### src/rtl/ex_mem_wb_pipe.sv
// ---------------------------------------------------------------------------
// ex_mem_wb_pipe
//
// Back half of the 5-stage RISC-V pipeline: the EX/MEM and MEM/WB pipeline
// registers, the data-memory handshake controller and the two hazard stalls
// fed back to the front of the pipe. The EX/MEM and MEM/WB fields also feed
// the operand-bypass network.
//
// Optional feature (macro PIPE_STALL_CNT_EN): adds parameter CNT_W and
// output stall_cycles. This counter counts the cycles where mem_stall is 1
// and saturates at all-ones.
//
// Ports
//   clk, rst            clock; synchronous active-high reset
//   ex_*                instruction currently in EX (gated by ex_valid)
//   id_rs1, id_rs2      ID-stage sources used by the load-use check
//   dmem_*              data-memory request/ready handshake
//   EX_MEM_*, MEM_WB_*  forwarding / writeback fields
//   wb_en               register-file write enable (once per instruction)
//   load_use_stall      hold PC and IF/ID, bubble into ID/EX
//   mem_stall           freeze PC, IF/ID and ID/EX while memory is busy
//   stall_cycles        (PIPE_STALL_CNT_EN only) saturating mem_stall count
// ---------------------------------------------------------------------------
module ex_mem_wb_pipe #(
    parameter int XLEN = 32
`ifdef PIPE_STALL_CNT_EN
    , parameter int CNT_W = 32
`endif
) (
    input  logic            clk,
    input  logic            rst,
    input  logic            ex_valid,
    input  logic            ex_RegWrite,
    input  logic            ex_MemRead,
    input  logic            ex_MemWrite,
    input  logic [4:0]      ex_rd,
    input  logic [XLEN-1:0] ex_alu_result,
    input  logic [XLEN-1:0] ex_store_data,
    input  logic [4:0]      id_rs1,
    input  logic [4:0]      id_rs2,
    output logic            dmem_req,
    output logic            dmem_we,
    output logic [XLEN-1:0] dmem_addr,
    output logic [XLEN-1:0] dmem_wdata,
    input  logic            dmem_ready,
    input  logic [XLEN-1:0] dmem_rdata,
    output logic            EX_MEM_RegWrite,
    output logic [4:0]      EX_MEM_rd,
    output logic [XLEN-1:0] EX_MEM_result,
    output logic            MEM_WB_RegWrite,
    output logic [4:0]      MEM_WB_rd,
    output logic [XLEN-1:0] MEM_WB_result,
    output logic            wb_en,
    output logic            load_use_stall,
    output logic            mem_stall
`ifdef PIPE_STALL_CNT_EN
    , output logic [CNT_W-1:0] stall_cycles
`endif
);

    typedef enum logic {
        ST_RUN  = 1'b0,
        ST_WAIT = 1'b1
    } state_t;

    state_t state_reg;

    // EX/MEM register
    logic            ex_mem_valid_reg;
    logic            ex_mem_regwrite_reg;
    logic            ex_mem_memread_reg;
    logic            ex_mem_memwrite_reg;
    logic [4:0]      ex_mem_rd_reg;
    logic [XLEN-1:0] ex_mem_result_reg;
    logic [XLEN-1:0] ex_mem_store_data_reg;

    // MEM/WB register
    logic            mem_wb_regwrite_reg;
    logic [4:0]      mem_wb_rd_reg;
    logic [XLEN-1:0] mem_wb_result_reg;
    // Set when MEM/WB was just loaded; cleared while it holds so a frozen
    // instruction is not written back a second time.
    logic            wb_fresh_reg;

    logic            mem_op;
    logic            stall;
    logic            wb_regwrite_next;
    logic [XLEN-1:0] wb_result_next;

    always_comb begin
        mem_op           = ex_mem_valid_reg & (ex_mem_memread_reg | ex_mem_memwrite_reg);
        // dmem_ready only matters while a request is outstanding.
        stall            = mem_op & ~dmem_ready;
        wb_result_next   = ex_mem_memread_reg ? dmem_rdata : ex_mem_result_reg;
        // Stores never write the register file, whatever the decoder said.
        wb_regwrite_next = ex_mem_regwrite_reg & ~ex_mem_memwrite_reg;
    end

    always_ff @(posedge clk) begin
        if (rst) begin
            state_reg             <= ST_RUN;
            ex_mem_valid_reg      <= 1'b0;
            ex_mem_regwrite_reg   <= 1'b0;
            ex_mem_memread_reg    <= 1'b0;
            ex_mem_memwrite_reg   <= 1'b0;
            ex_mem_rd_reg         <= 5'd0;
            ex_mem_result_reg     <= '0;
            ex_mem_store_data_reg <= '0;
            mem_wb_regwrite_reg   <= 1'b0;
            mem_wb_rd_reg         <= 5'd0;
            mem_wb_result_reg     <= '0;
            wb_fresh_reg          <= 1'b0;
        end else begin
            // Memory-stage controller. While in WAIT the request and every
            // pipeline field hold because stall stays high.
            case (state_reg)
                ST_RUN:  if (stall) state_reg <= ST_WAIT;
                ST_WAIT: if (dmem_ready) state_reg <= ST_RUN;
                default: state_reg <= ST_RUN;
            endcase

            if (!stall) begin
                ex_mem_valid_reg      <= ex_valid;
                ex_mem_regwrite_reg   <= ex_valid & ex_RegWrite;
                ex_mem_memread_reg    <= ex_valid & ex_MemRead;
                ex_mem_memwrite_reg   <= ex_valid & ex_MemWrite;
                ex_mem_rd_reg         <= ex_rd;
                ex_mem_result_reg     <= ex_alu_result;
                ex_mem_store_data_reg <= ex_store_data;

                mem_wb_regwrite_reg   <= wb_regwrite_next;
                mem_wb_rd_reg         <= ex_mem_rd_reg;
                mem_wb_result_reg     <= wb_result_next;
                wb_fresh_reg          <= 1'b1;
            end else begin
                wb_fresh_reg          <= 1'b0;
            end
        end
    end

`ifdef PIPE_STALL_CNT_EN
    logic [CNT_W-1:0] stall_cnt_reg;

    always_ff @(posedge clk) begin
        if (rst) begin
            stall_cnt_reg <= '0;
        end else if (stall && !(&stall_cnt_reg)) begin
            stall_cnt_reg <= stall_cnt_reg + 1'b1;
        end
    end

    assign stall_cycles = stall_cnt_reg;
`endif

    // Address, direction and data come straight from EX/MEM so they are
    // stable for the whole handshake.
    assign dmem_req        = mem_op;
    assign dmem_we         = ex_mem_memwrite_reg;
    assign dmem_addr       = ex_mem_result_reg;
    assign dmem_wdata      = ex_mem_store_data_reg;

    assign EX_MEM_RegWrite = ex_mem_regwrite_reg;
    assign EX_MEM_rd       = ex_mem_rd_reg;
    assign EX_MEM_result   = ex_mem_result_reg;

    assign MEM_WB_RegWrite = mem_wb_regwrite_reg;
    assign MEM_WB_rd       = mem_wb_rd_reg;
    assign MEM_WB_result   = mem_wb_result_reg;
    assign wb_en           = mem_wb_regwrite_reg & wb_fresh_reg;

    assign mem_stall       = stall;
    assign load_use_stall  = ex_valid & ex_MemRead & (ex_rd != 5'd0) &
                             ((ex_rd == id_rs1) | (ex_rd == id_rs2));

endmodule

### config.mk
export PLATFORM = sky130hd
export DESIGN_NAME = ex_mem_wb_pipe
export DESIGN_NICKNAME = d
export VERILOG_FILES = /design/src/rtl/ex_mem_wb_pipe.sv
export SDC_FILE = /design/constraint.sdc
export NUM_CORES = 1
export LEC_CHECK = 0
export BUFFER_PORTS_ARGS = -buffer_cell sky130_fd_sc_hd__buf_2
export CAP_MARGIN = 30
export CORE_MARGIN = 4
export CORE_UTILIZATION = 48
export CTS_CLUSTER_DIAMETER = 120
export DETAILED_ROUTE_END_ITERATION = 8
export PLACE_DENSITY_LB_ADDON = 0.12
export SETUP_SLACK_MARGIN = 0.5
export SLEW_MARGIN = 20
export SYNTH_ARGS = -nofsm -noshare
export SYNTH_HDL_FRONTEND = slang
export SYNTH_SLANG_ARGS = --single-unit
### constraint.sdc
create_clock -name clk -period 2.3 [get_ports clk]
set_input_delay 0.345 -clock clk [delete_from_list [all_inputs] [get_ports clk]]
set_output_delay 0.345 -clock clk [all_outputs]
set_load 0.05 [all_outputs]
After elaboration in Yosys (flattened, before gate mapping). Index checks and enable logic that the tools add are counted. Widths: inputs -> output; s select.

Logic and storage cells: 29. Flip-flop bits (word level): 112. Bits of input ports: 118. Output and inout port bits: 145.

Reduce and logical (&&, ||, !) cells: 1. Multiplexer cells: 2. Equality and inequality tests: 2. Bitwise logic cells: 13.

Operators with widths (count): $mux 32 (1); $eq 5x5->1 (2); $and 1x1->1 (9); $reduce_bool 5->1 (1); $not 1->1 (2); $or 1x1->1 (2); $mux 1 (1).

Longest topological paths before layout. Gate-level depths: netlist of run 1.

Depth after elaboration: 4. Gate-level depth with buffers: 8. Mapped depth without buffers: 5.

Worst setup path before layout of run 1. Ideal clock, no wire load.

Path kind: in2out. From: input ex_rd[1]. To: output load_use_stall. Setup slack: 0.428 ns. Arrival time: 1.527 ns. Stages on the path: 4. Buffers on the path: 0. Data required time: 1.955 ns. Cells stage by stage: xor2_1 -> nor3_1 -> nand3_1 -> a21oi_1.

Word-level cells in the longest chain between the ends: 3. Elaborated cells between the ends (all ways): 6. Classes of those cells: eq/ne: 2; bitwise: 3; reduce/logical: 1.

RTL lines: start: declaration (line 36) `input logic [4:0] ex_rd,`; $eq 5x5->1 or $reduce_bool 5->1 (tied branches) (line 173, 172); $or 1x1->1 or $and 1x1->1 (tied branches) (line 173, 172); $and 1x1->1 * (line 172) `assign load_use_stall = ex_valid & ex_MemRead & (ex_rd != 5'd0) &`; end: declaration (line 54) `output logic load_use_stall,`.

Every way passes the cells marked *; elsewhere a longest branch is shown, timed or not.

Worst setup path in the final report of run 1.
From: input ex_rd[0]. To: output load_use_stall.

The elaborated chain is that of the path after synthesis.

==> results of run 1 <==
[timing repair]
| action | CTS | global route |
|---|---|---|
| endpoints found under the hold margin | 0 | 0 |
| resized for setup | 4 | 1 |
| endpoints found under the setup margin | 2 | 1 |
| gates cloned | 0 | 0 |
[logic make-up after synthesis]
group | count (synthesis) | synth area share
AOI/OAI and AO/OA | 113 | 0.170
buffers and inverters | 74 | 0.103
and+or+nand+nor | 198 | 0.163
muxes | 32 | 0.0682
DFF | 112 | 0.477
xor gates and xnor gates | 10 | 0.0186
[metrics by stage]
stage / setup WS, ps / cells
floorplan: 684 / 539
global placement: 512 / 862
detailed placement: 498 / 862
CTS: 512 / 877
global route: 482 / 877
finish: 526 / 877
[path summary, 6_finish.rpt]
kind | from | endpoint | slack, ps | cells past startpoint
worst max-delay path | ex_rd[0] | load_use_stall | 530 | 5
worst min-delay path | ex_alu_result[2] | EX_MEM_result[2]$_SDFFE_PP0N_ | 220 | 3
worst max register to register | dmem_we$_SDFFE_PP0N_ | MEM_WB_result[30]$_SDFFE_PP0N_ | 620 | 5
worst min register to register | dmem_wdata[18]$_SDFFE_PP0N_ | dmem_wdata[18]$_SDFFE_PP0N_ | 460 | 2
[per-layer routing]
metal	up-vias	share of wire	global-route usage
li1	2154	-	-
met1	1929	0.40	0.255
met5	-	0	0
met4	0	0.017	0.0694
met2	165	0.50	0.375
met3	19	0.083	0.0548
[worst max-delay path, delay by kind of cell]
kind / cells / cell delay [ps]
simple gates: 1 / 520
buf+inv: 2 / 320
compound gates: 2 / 240
[power breakdown]
part | internal [mW] | switching (mW) | leakage (nW)
clock network | 0.638 | 0.633 | 0.108
logic | 0.276 | 0.751 | 1.97
registers | 2.05 | 0.0751 | 0.930
[placed cells by master (no fill, tap or decap), drive strengths merged]
| master | n |
|---|---|
| clkinvlp | 1 |
| and2 | 1 |
| xor2 | 6 |
| inv | 2 |
| xnor2 | 4 |
| clkinv | 2 |
| a21oi | 79 |
| nand3b | 1 |
| o211ai | 1 |
| or2 | 1 |
| nand3 | 5 |
| o21ai | 1 |
| or4 | 1 |
| mux2i | 32 |
| nor2 | 35 |
| nand2 | 152 |
| dfxtp | 112 |
| bufinv | 2 |
| buf | 266 |
| nor3 | 2 |
| a211oi | 32 |
| clkbuf | 10 |
[final cells by class]
class | instances | area, um^2 | area share
clock buffer | 10 | 138 | 0.0229
clock inverter | 5 | 81.3 | 0.0135
inverter | 2 | 15.0 | 0.00250
multi-input combinational | 353 | 1980 | 0.329
sequential | 112 | 2240 | 0.374
tap | 129 | 161 | 0.0269
timing repair buffer | 266 | 1390 | 0.231
==> flow_summary.json, run 1 <==
{
  "antenna_found_initial": 0,
  "drt-initial-drc-count": 220,
  "crit_slowest_cell": "or4_1",
  "run_status": "completed",
  "synth_ff_type": "dfxtp_1",
  "cts_tree": "done",
  "postCtsSetupRepairBufs": 0,
  "h-tree-depth": 3,
  "synthArstFlopShare": 0,
  "slew_headroom": 0.569,
  "synth_cell_types": 23,
  "floorplan.die_area_um2": 11400,
  "fin_area_um2": 6010,
  "core_um2": 9370,
  "start_util": 0.501,
  "finalCritPeriodShare": 0.771,
  "crit_path_cell_trace": "buf_2 > or4_1 > o211ai_1 > a21oi_2 > buf_4",
  "cts_root_buf": "clkbuf_8",
  "netlist_area_um2": 4700,
  "timing.hold.ws_ps": 219,
  "required_ps": 1960,
  "grt_max_degree": 143,
  "finalHoldViolCount": 0,
  "grt-ovfl-total": 0,
  "finalSetupViolations": 0,
  "postCtsHoldBufs": 0,
  "hpwl_um": 9190,
  "grt_pass1_vias": 4103,
  "yosysMostFrequentCell": "nand2_1",
  "grt_usage": 0.214,
  "drc": 0,
  "drive_above_1_share": 0.422,
  "synth_area_leaders": "dfxtp_1 (48%), nand2_1 (12%), a21oi_1 (8.4%), a211oi_2 (8.0%), mux2i_1 (6.8%)",
  "ant_nets": 0,
  "finalWorstPathRequiredPeriod_ps": 1770,
  "crit_path_max_incr_delay_ps": 520,
  "clk_latency_ps": 350,
  "fillers": 878,
  "synth_top_area_share": 0.477,
  "clock_path_buffers": 2,
  "nets": 862,
  "post_dp_cell_area_um2": 5770,
  "routed_wl_um": 12900,
  "synth-edff-count": 0,
  "post_drt_via_cell_ratio": 4.87,
  "synth_commonest_cells": "nand2_1 (152), dfxtp_1 (112), a21oi_1 (79)",
  "rsz0062_at_grt": "true",
  "power.total_mw": 4.43,
  "drtPass1Iterations": 4,
  "gp_congestion": 0.783,
  "io_buffer_count": 262,
  "peakVddDrop_uv": 388,
  "worstMarginPinSlew_ps": 646,
  "ys_seq_area_frac": 0.477,
  "vias": 4267,
  "ys_ff_latch": 112,
  "yosysWarnings": 0,
  "final.setup_skew_ps": 11.1,
  "crit_path_max_fanout": 4,
  "numCtsBuffers": 9,
  "path_clk_slew_ps": 100,
  "fmax_mhz": 564,
  "die_w_um": 107,
  "die_y_um": 107,
  "syn_inst": 539,
  "maxSlewViolCount": 0,
  "rows": 35,
  "worstSetupPathType": "in2out",
  "n_antenna_cell": 0,
  "syn2layout_area_growth_pct": 27.9,
  "leakage_nw": 3.00,
  "io_pins": 263,
  "final_core_util": 0.641,
  "setup_tns_ps": 0,
  "min_path_type": "in2reg",
  "drv_cap": 0,
  "power_density_nw_per_um2": 737,
  "wl_per_cell_um": 14.7,
  "yosys.area.top_type": "dfxtp_1",
  "arrival_ps": 1430,
  "worst_setup_path_start_kind": "input pin",
  "syn_nets": 657,
  "syn_area_per_cell_um2": 8.71,
  "cts_sinks": 112,
  "grt_pass1_wl_um": 19900,
  "end_kind": "output pin"
}
Power figures use the tool's default switching activity.
==> run 2: changes to the inputs <==
- ABC_AREA: unset -> 1
- CORE_UTILIZATION: 48 -> 40
- clock period: 2.3 -> 1.6 ns (I/O delays scaled with it)
==> flow_summary.json, run 2 <==
{
  "die_y_um": 115,
  "floorplan.die_area_um2": 13300,
  "synthArstFlopShare": 0,
  "crit_buf_inv": 3,
  "clk_latency_ps": 340,
  "end_kind": "flop",
  "drtPass1Iterations": 5,
  "core_um2": 11100,
  "n_antenna_cell": 0,
  "grt_usage": 0.237,
  "worst_setup_path_start_kind": "flop",
  "yosys.area.top_type": "dfxtp_1",
  "h-tree-depth": 3,
  "drv_cap": 0,
  "path_clk_slew_ps": 70,
  "post_dp_cell_area_um2": 5800,
  "grt-ovfl-total": 0,
  "finalSetupViolations": 0,
  "synth_cell_types": 22,
  "grt_pass1_vias": 4674,
  "arrival_ps": 1730,
  "routed_wl_um": 20100,
  "min_path_type": "in2reg",
  "final_core_util": 0.837,
  "drive_above_1_share": 0.697,
  "worstMarginPinSlew_ps": 468,
  "netlist_area_um2": 4620,
  "nets": 950,
  "grt_max_degree": 71,
  "timing.hold.ws_ps": 135,
  "crit_path_cell_trace": "o21a_4 > nand2_4 > buf_12 > buf_12 > clkbuf_16 > o21ai_0 > a21oi_1",
  "crit_path_max_incr_delay_ps": 350,
  "synth_ff_type": "dfxtp_1",
  "syn2layout_area_growth_pct": 101,
  "worstSetupPathType": "reg2reg",
  "internal_power_mw": 5.12,
  "power.total_mw": 7.60,
  "start_util": 0.417,
  "required_ps": 1820,
  "clockPowerShare": 0.286,
  "run_status": "completed",
  "syn_area_per_cell_um2": 8.18,
  "drc": 0,
  "post_drt_via_cell_ratio": 5.26,
  "seqPwrFrac": 0.416,
  "peakVddDrop_uv": 497,
  "power_frac_comb": 0.298,
  "maxSlewViolCount": 0,
  "drt-initial-drc-count": 304,
  "grt_pass1_wl_um": 24500,
  "finalCritPeriodShare": 0.946,
  "slew_headroom": 0.688,
  "yosysWarnings": 0,
  "setup_tns_ps": 0,
  "layout_commonest_cell": "buf_8",
  "ys_ff_latch": 112,
  "layout_common_cells": "buf_8 (113), nand2_1 (109), buf_2 (107), dfxtp_2 (73), a21oi_2 (55)",
  "clock_path_buffers": 2,
  "p_sw_frac": 0.326,
  "numCtsBuffers": 9,
  "ant_nets": 0,
  "synth-edff-count": 0,
  "crit_slowest_cell": "dfxtp_4",
  "cts_tree": "done",
  "power_density_nw_per_um2": 819,
  "syn_nets": 683,
  "ys_seq_area_frac": 0.485,
  "antenna_found_initial": 0,
  "path_delay_family": "compound AO/OA/AOI/OAI gates",
  "vias": 5142,
  "gp_congestion": 0.804,
  "cpMostUsedCell": "buf_12",
  "synth_area_leaders": "dfxtp_1 (49%), nand2_1 (13%), a21oi_1 (12%), mux2i_1 (6.9%), buf_4 (5.2%)",
  "p_switching_mw": 2.48,
  "io_pins": 263,
  "wl_per_cell_um": 20.6,
  "cts_sinks": 112,
  "rows": 38,
  "rsz0062_at_grt": "true",
  "final.setup_skew_ps": 7.23,
  "synth_top_area_share": 0.485,
  "die_w_um": 115,
  "crit_path_max_fanout": 8,
  "yosysMostFrequentCell": "nand2_1",
  "io_buffer_count": 262,
  "reg2reg_slack_ps": 90,
  "fmax_mhz": 661,
  "syn_inst": 565,
  "cts_root_buf": "clkbuf_16",
  "finalWorstPathRequiredPeriod_ps": 1510,
  "fin_area_um2": 9270,
  "finalHoldViolCount": 0,
  "synth_commonest_cells": "nand2_1 (163), dfxtp_1 (112), a21oi_1 (109)",
  "leakage_nw": 4.09,
  "hpwl_um": 9900
}
-- run 2: cell types whose count changed after synthesis, sizes merged, moves of 12 or more --
cell | previous run | this run
nand2 | 152 | 164
inv | 1 | 18
a211oi | 32 | 0
o21ai | 1 | 40
nor2 | 35 | 6
a21oi | 79 | 109
-- run 2: path summary, 6_finish.rpt --
kind                              start                            end  cells after the start
max                dmem_we$_SDFFE_PP0N_  MEM_WB_result[6]$_SDFFE_PP0N_                      7
min                    ex_alu_result[3]  EX_MEM_result[3]$_SDFFE_PP0N_                      3
max reg2reg        dmem_we$_SDFFE_PP0N_  MEM_WB_result[6]$_SDFFE_PP0N_                      7
min reg2reg  dmem_wdata[4]$_SDFFE_PP0N_     dmem_wdata[4]$_SDFFE_PP0N_                      2
-- run 2: stage by stage --
| stage | setup WS [ps] | instances |
|---|---|---|
| after floorplan | 275 | 565 |
| after global placement | 201 | 903 |
| after detailed placement | 141 | 903 |
| after CTS | 184 | 947 |
| after global routing | 56.7 | 977 |
| final | 86.7 | 977 |
-- run 2: cells by family after synthesis --
group                     synth area share
xor gates and xnor gates           0.00569
AOI/OAI and AO/OA                    0.168
and+or+nand+nor                      0.147
buffers and inverters                0.125
muxes                               0.0693
DFF                                  0.485
-- run 2: power by group through the flow --
stage,registers [mW],logic [mW],clock network [mW]
floorplan,3.69,0.575,0
global placement,3.13,1.51,0
detailed placement,3.14,1.52,0
CTS,3.08,1.65,2.19
global route,3.18,2.35,2.33
finish,3.16,2.26,2.17
-- run 2: layout make-up --
type                       instances  area [um^2]
timing repair buffer             328         3830
clock inverter                     2         12.5
sequential                       112         2450
clock buffer                      14          274
multi-input combinational        363         2440
inverter                          18         88.8
fill                             597         1810
tap                              140          175
-- run 2: repair_timing --
action / CTS / global route
gates cloned: 14 / 8
setup buffers: 14 / 22
gates resized for setup: 88 / 781
setup endpoints to repair: 257 / 257
hold buffers: 0 / 0
pin swaps: 16 / 51
-- run 2: routing by layer --
metal / global-route usage / share of wire / up-vias
met3: 0.0590 / 0.075 / 40
met5: 0 / 0 / -
met4: 0.0736 / 0.024 / 0
met1: 0.288 / 0.38 / 2482
li1: - / - / 2386
met2: 0.413 / 0.52 / 234
-- run 2: worst register-to-register path: stages (launching register included) --
cell and delay, ps:
dfxtp_4 350, o21a_4 140, nand2_4 80, buf_12 160
buf_12 130, clkbuf_16 160, o21ai_0 290, a21oi_1 90
==> run 3: changes to the inputs <==
- ABC_AREA: 1 -> 0
- SLEW_MARGIN: 20 -> 0
==> flow_summary.json, run 3 <==
{
  "start_util": 0.410,
  "yosysMostFrequentCell": "nand2_1",
  "antenna_found_initial": 1,
  "grt_usage": 0.834,
  "die_y_um": 116,
  "io_buffer_count": 262,
  "netlist_area_um2": 4700,
  "synth_cell_types": 23,
  "error": "[ERROR GRT-0232] Routing congestion too high. Check the congestion heatmap in the GUI.",
  "ys_ff_latch": 112,
  "syn_nets": 657,
  "synth_top_area_share": 0.477,
  "cts_sinks": 112,
  "io_pins": 263,
  "dp_slack_ps": -40.6,
  "grt_max_degree": 55,
  "synth_area_leaders": "dfxtp_1 (48%), nand2_1 (12%), a21oi_1 (8.4%), a211oi_2 (8.0%), mux2i_1 (6.8%)",
  "worstEpCategory": "top-level output",
  "post_dp_cell_area_um2": 5950,
  "rows": 39,
  "syn_inst": 539,
  "run_status": "did not finish",
  "clock_path_buffers": 2,
  "gp_congestion": 0.739,
  "haltStage": "5_1_grt",
  "yosys.area.top_type": "dfxtp_1",
  "synth-edff-count": 0,
  "numCtsBuffers": 9,
  "grt-ovfl-total": 335,
  "synth_ff_type": "dfxtp_1",
  "yosysWarnings": 0,
  "grt-worst-endpoint": "load_use_stall",
  "synth_commonest_cells": "nand2_1 (152), dfxtp_1 (112), a21oi_1 (79)",
  "synthArstFlopShare": 0,
  "ys_seq_area_frac": 0.477,
  "syn_area_per_cell_um2": 8.71,
  "postCtsHoldBufs": 0,
  "h-tree-depth": 3,
  "placed_cells": 884,
  "hpwl_um": 9620,
  "cts_root_buf": "clkbuf_16",
  "die_w_um": 116
}
run 3: cells by family after synthesis:
family,share of synthesized area
XOR/XNOR,0.0186
AND/OR/NAND/NOR,0.163
buffers and inverters,0.103
AO/OA/AOI/OAI,0.170
flip-flops,0.477
multiplexers,0.0682
run 3: stage by stage:
| step | util | hold WS [ps] |
|---|---|---|
| after CTS | 0.798 | 120 |
| after detailed placement | 0.519 | 445 |
| after global placement | 0.519 | 438 |
| after floorplan | - | 361 |
run 3: repair_timing:
item | in CTS
resized for setup | 548
gates cloned | 26
buffers inserted | 56
setup endpoints to repair | 256
pin swaps | 88
run 3: layer usage:
metal | overflow | GRT usage
met5 | 0 | 0.174
met1 | 2 | 0.793
met2 | 220 | 1.02
met3 | 3 | 0.680
met4 | 110 | 0.923
==> run 4: changes to the inputs <==
- CORE_UTILIZATION: 40 -> 35
- CTS_CLUSTER_DIAMETER: 120 -> unset
- PLACE_DENSITY_LB_ADDON: 0.12 -> 0.15
- SETUP_SLACK_MARGIN: 0.5 -> unset
- clock period: 1.6 -> 2.1 ns (I/O delays scaled with it)
==> flow_summary.json, run 4 (synthesis results as in run 1) <==
{
  "holdPathEnd": "dmem_wdata[7]$_SDFFE_PP0N_",
  "nets": 864,
  "path_delay_family": "simple AND/OR/NAND/NOR gates",
  "hp-start": "ex_store_data[7]",
  "leakage_nw": 3.05,
  "drc": 0,
  "r2r_end": "dmem_wdata[13]$_SDFFE_PP0N_",
  "reg2reg_slack_ps": 510,
  "crit_path_cell_trace": "buf_2 > or4_1 > o211ai_1 > a21oi_1 > buf_2",
  "run_status": "completed",
  "ff_latch_area_um2": 2240,
  "die_y_um": 124,
  "power.total_mw": 5.29,
  "clock_path_buffers": 2,
  "grt-ovfl-total": 0,
  "setup_tns_ps": 0,
  "cts_sinks": 112,
  "vias": 4310,
  "wl_per_cell_um": 14.3,
  "required_ps": 1780,
  "cts_resized": 0,
  "rows": 42,
  "grt_pass1_wl_um": 19800,
  "arrival_ps": 1440,
  "finalWorstPathRequiredPeriod_ps": 1750,
  "layout_commonest_cell": "buf_2",
  "drt-initial-drc-count": 217,
  "drv_cap": 0,
  "routed_wl_um": 13200,
  "h-tree-depth": 3,
  "finalCritPeriodShare": 0.834,
  "worst_setup_path_start_kind": "input pin",
  "finalSetupViolations": 0,
  "grt_usage": 0.164,
  "slew_headroom": 0.584,
  "multi_input_area_um2": 1970,
  "antenna_found_initial": 0,
  "io_buffer_count": 262,
  "r2r_cells": 6,
  "hpwl_um": 9480,
  "drtPass1Iterations": 4,
  "fmax_mhz": 571,
  "path_clk_slew_ps": 70,
  "die_w_um": 124,
  "grt_max_degree": 113,
  "ant_nets": 0,
  "numCtsBuffers": 9,
  "timing.hold.ws_ps": 199,
  "drive_above_1_share": 0.422,
  "r2r-start": "dmem_we$_SDFFE_PP0N_",
  "syn2layout_area_growth_pct": 31.2,
  "io_pins": 263,
  "rsz0062_at_grt": "false",
  "end_kind": "output pin",
  "cpMostUsedCell": "buf_2",
  "final.setup_skew_ps": 7.66,
  "maxSlewViolCount": 0,
  "postCtsHoldBufs": 0,
  "power_density_nw_per_um2": 859,
  "worstMarginPinSlew_ps": 624,
  "floorplan.die_area_um2": 15300,
  "start_util": 0.356,
  "crit_buf_inv": 2,
  "postCtsSetupRepairBufs": 0,
  "grt_pass1_vias": 4041,
  "layout_common_cells": "buf_2 (261), nand2_1 (152), dfxtp_1 (111), a21oi_1 (79), nor2_1 (35)",
  "crit_path_max_incr_delay_ps": 530,
  "worstSetupPathType": "in2out",
  "crit_path_max_fanout": 4,
  "clk_latency_ps": 350,
  "fillers": 1350,
  "n_antenna_cell": 0,
  "cts_tree": "done",
  "core_um2": 13200,
  "cts_root_buf": "clkbuf_16",
  "finalHoldViolCount": 0,
  "post_drt_via_cell_ratio": 4.65,
  "crit_slowest_cell": "or4_1",
  "gp_congestion": 0.813,
  "min_path_type": "in2reg",
  "whs_path_depth": 3,
  "peakVddDrop_uv": 411
}
run 4: power breakdown:
| part | switching [mW] | total (mW) | internal [mW] |
|---|---|---|---|
| clock | 0.791 | 1.84 | 1.05 |
| sequential | 0.0793 | 2.33 | 2.25 |
| combinational | 0.826 | 1.13 | 0.302 |
run 4: how the worst max path moves through the flow:
stage | from | end | depth (start not counted)
finish | ex_rd[0] | load_use_stall | 5
global route | dmem_we$_SDFFE_PP0N_ | mem_stall | 4
CTS | ex_rd[0] | load_use_stall | 5
detailed placement | ex_rd[0] | load_use_stall | 5
global placement | ex_rd[0] | load_use_stall | 5
floorplan | ex_rd[1] | load_use_stall | 4
run 4: worst min-delay path, stage by stage:
cell and delay (ps):
buf_2 90, nand2_1 40, a21oi_1 50
run 4: layout make-up:
class                   count  share of cell area
well taps                 176              0.0357
clock buffers               9              0.0365
inverters                   2             0.00142
clock inverters             7              0.0156
multi-input cells         353               0.320
flip-flops and latches    112               0.364
repair buffers            268               0.227
run 4: per-stage QoR:
stage / setup slack, ps / std cells / instance area [um^2] / utilization
6_report: 349 / 927 / 6160 / 0.467
5_1_grt: 280 / 927 / 6160 / 0.467
4_1_cts: 346 / 927 / 6160 / 0.467
3_5_place_dp: 351 / 911 / 5840 / 0.443
3_3_place_gp: 368 / 911 / 5840 / 0.443
2_1_floorplan: 288 / 539 / 4700 / -
run 4: metal layers:
metal  vias up  GRT usage  part of all wire
li1       2162          -                 -
met2       166      0.267              0.47
met3        18     0.0590              0.11
met4         0     0.0671             0.020
met1      1964      0.195              0.40
met5         -          0                 0
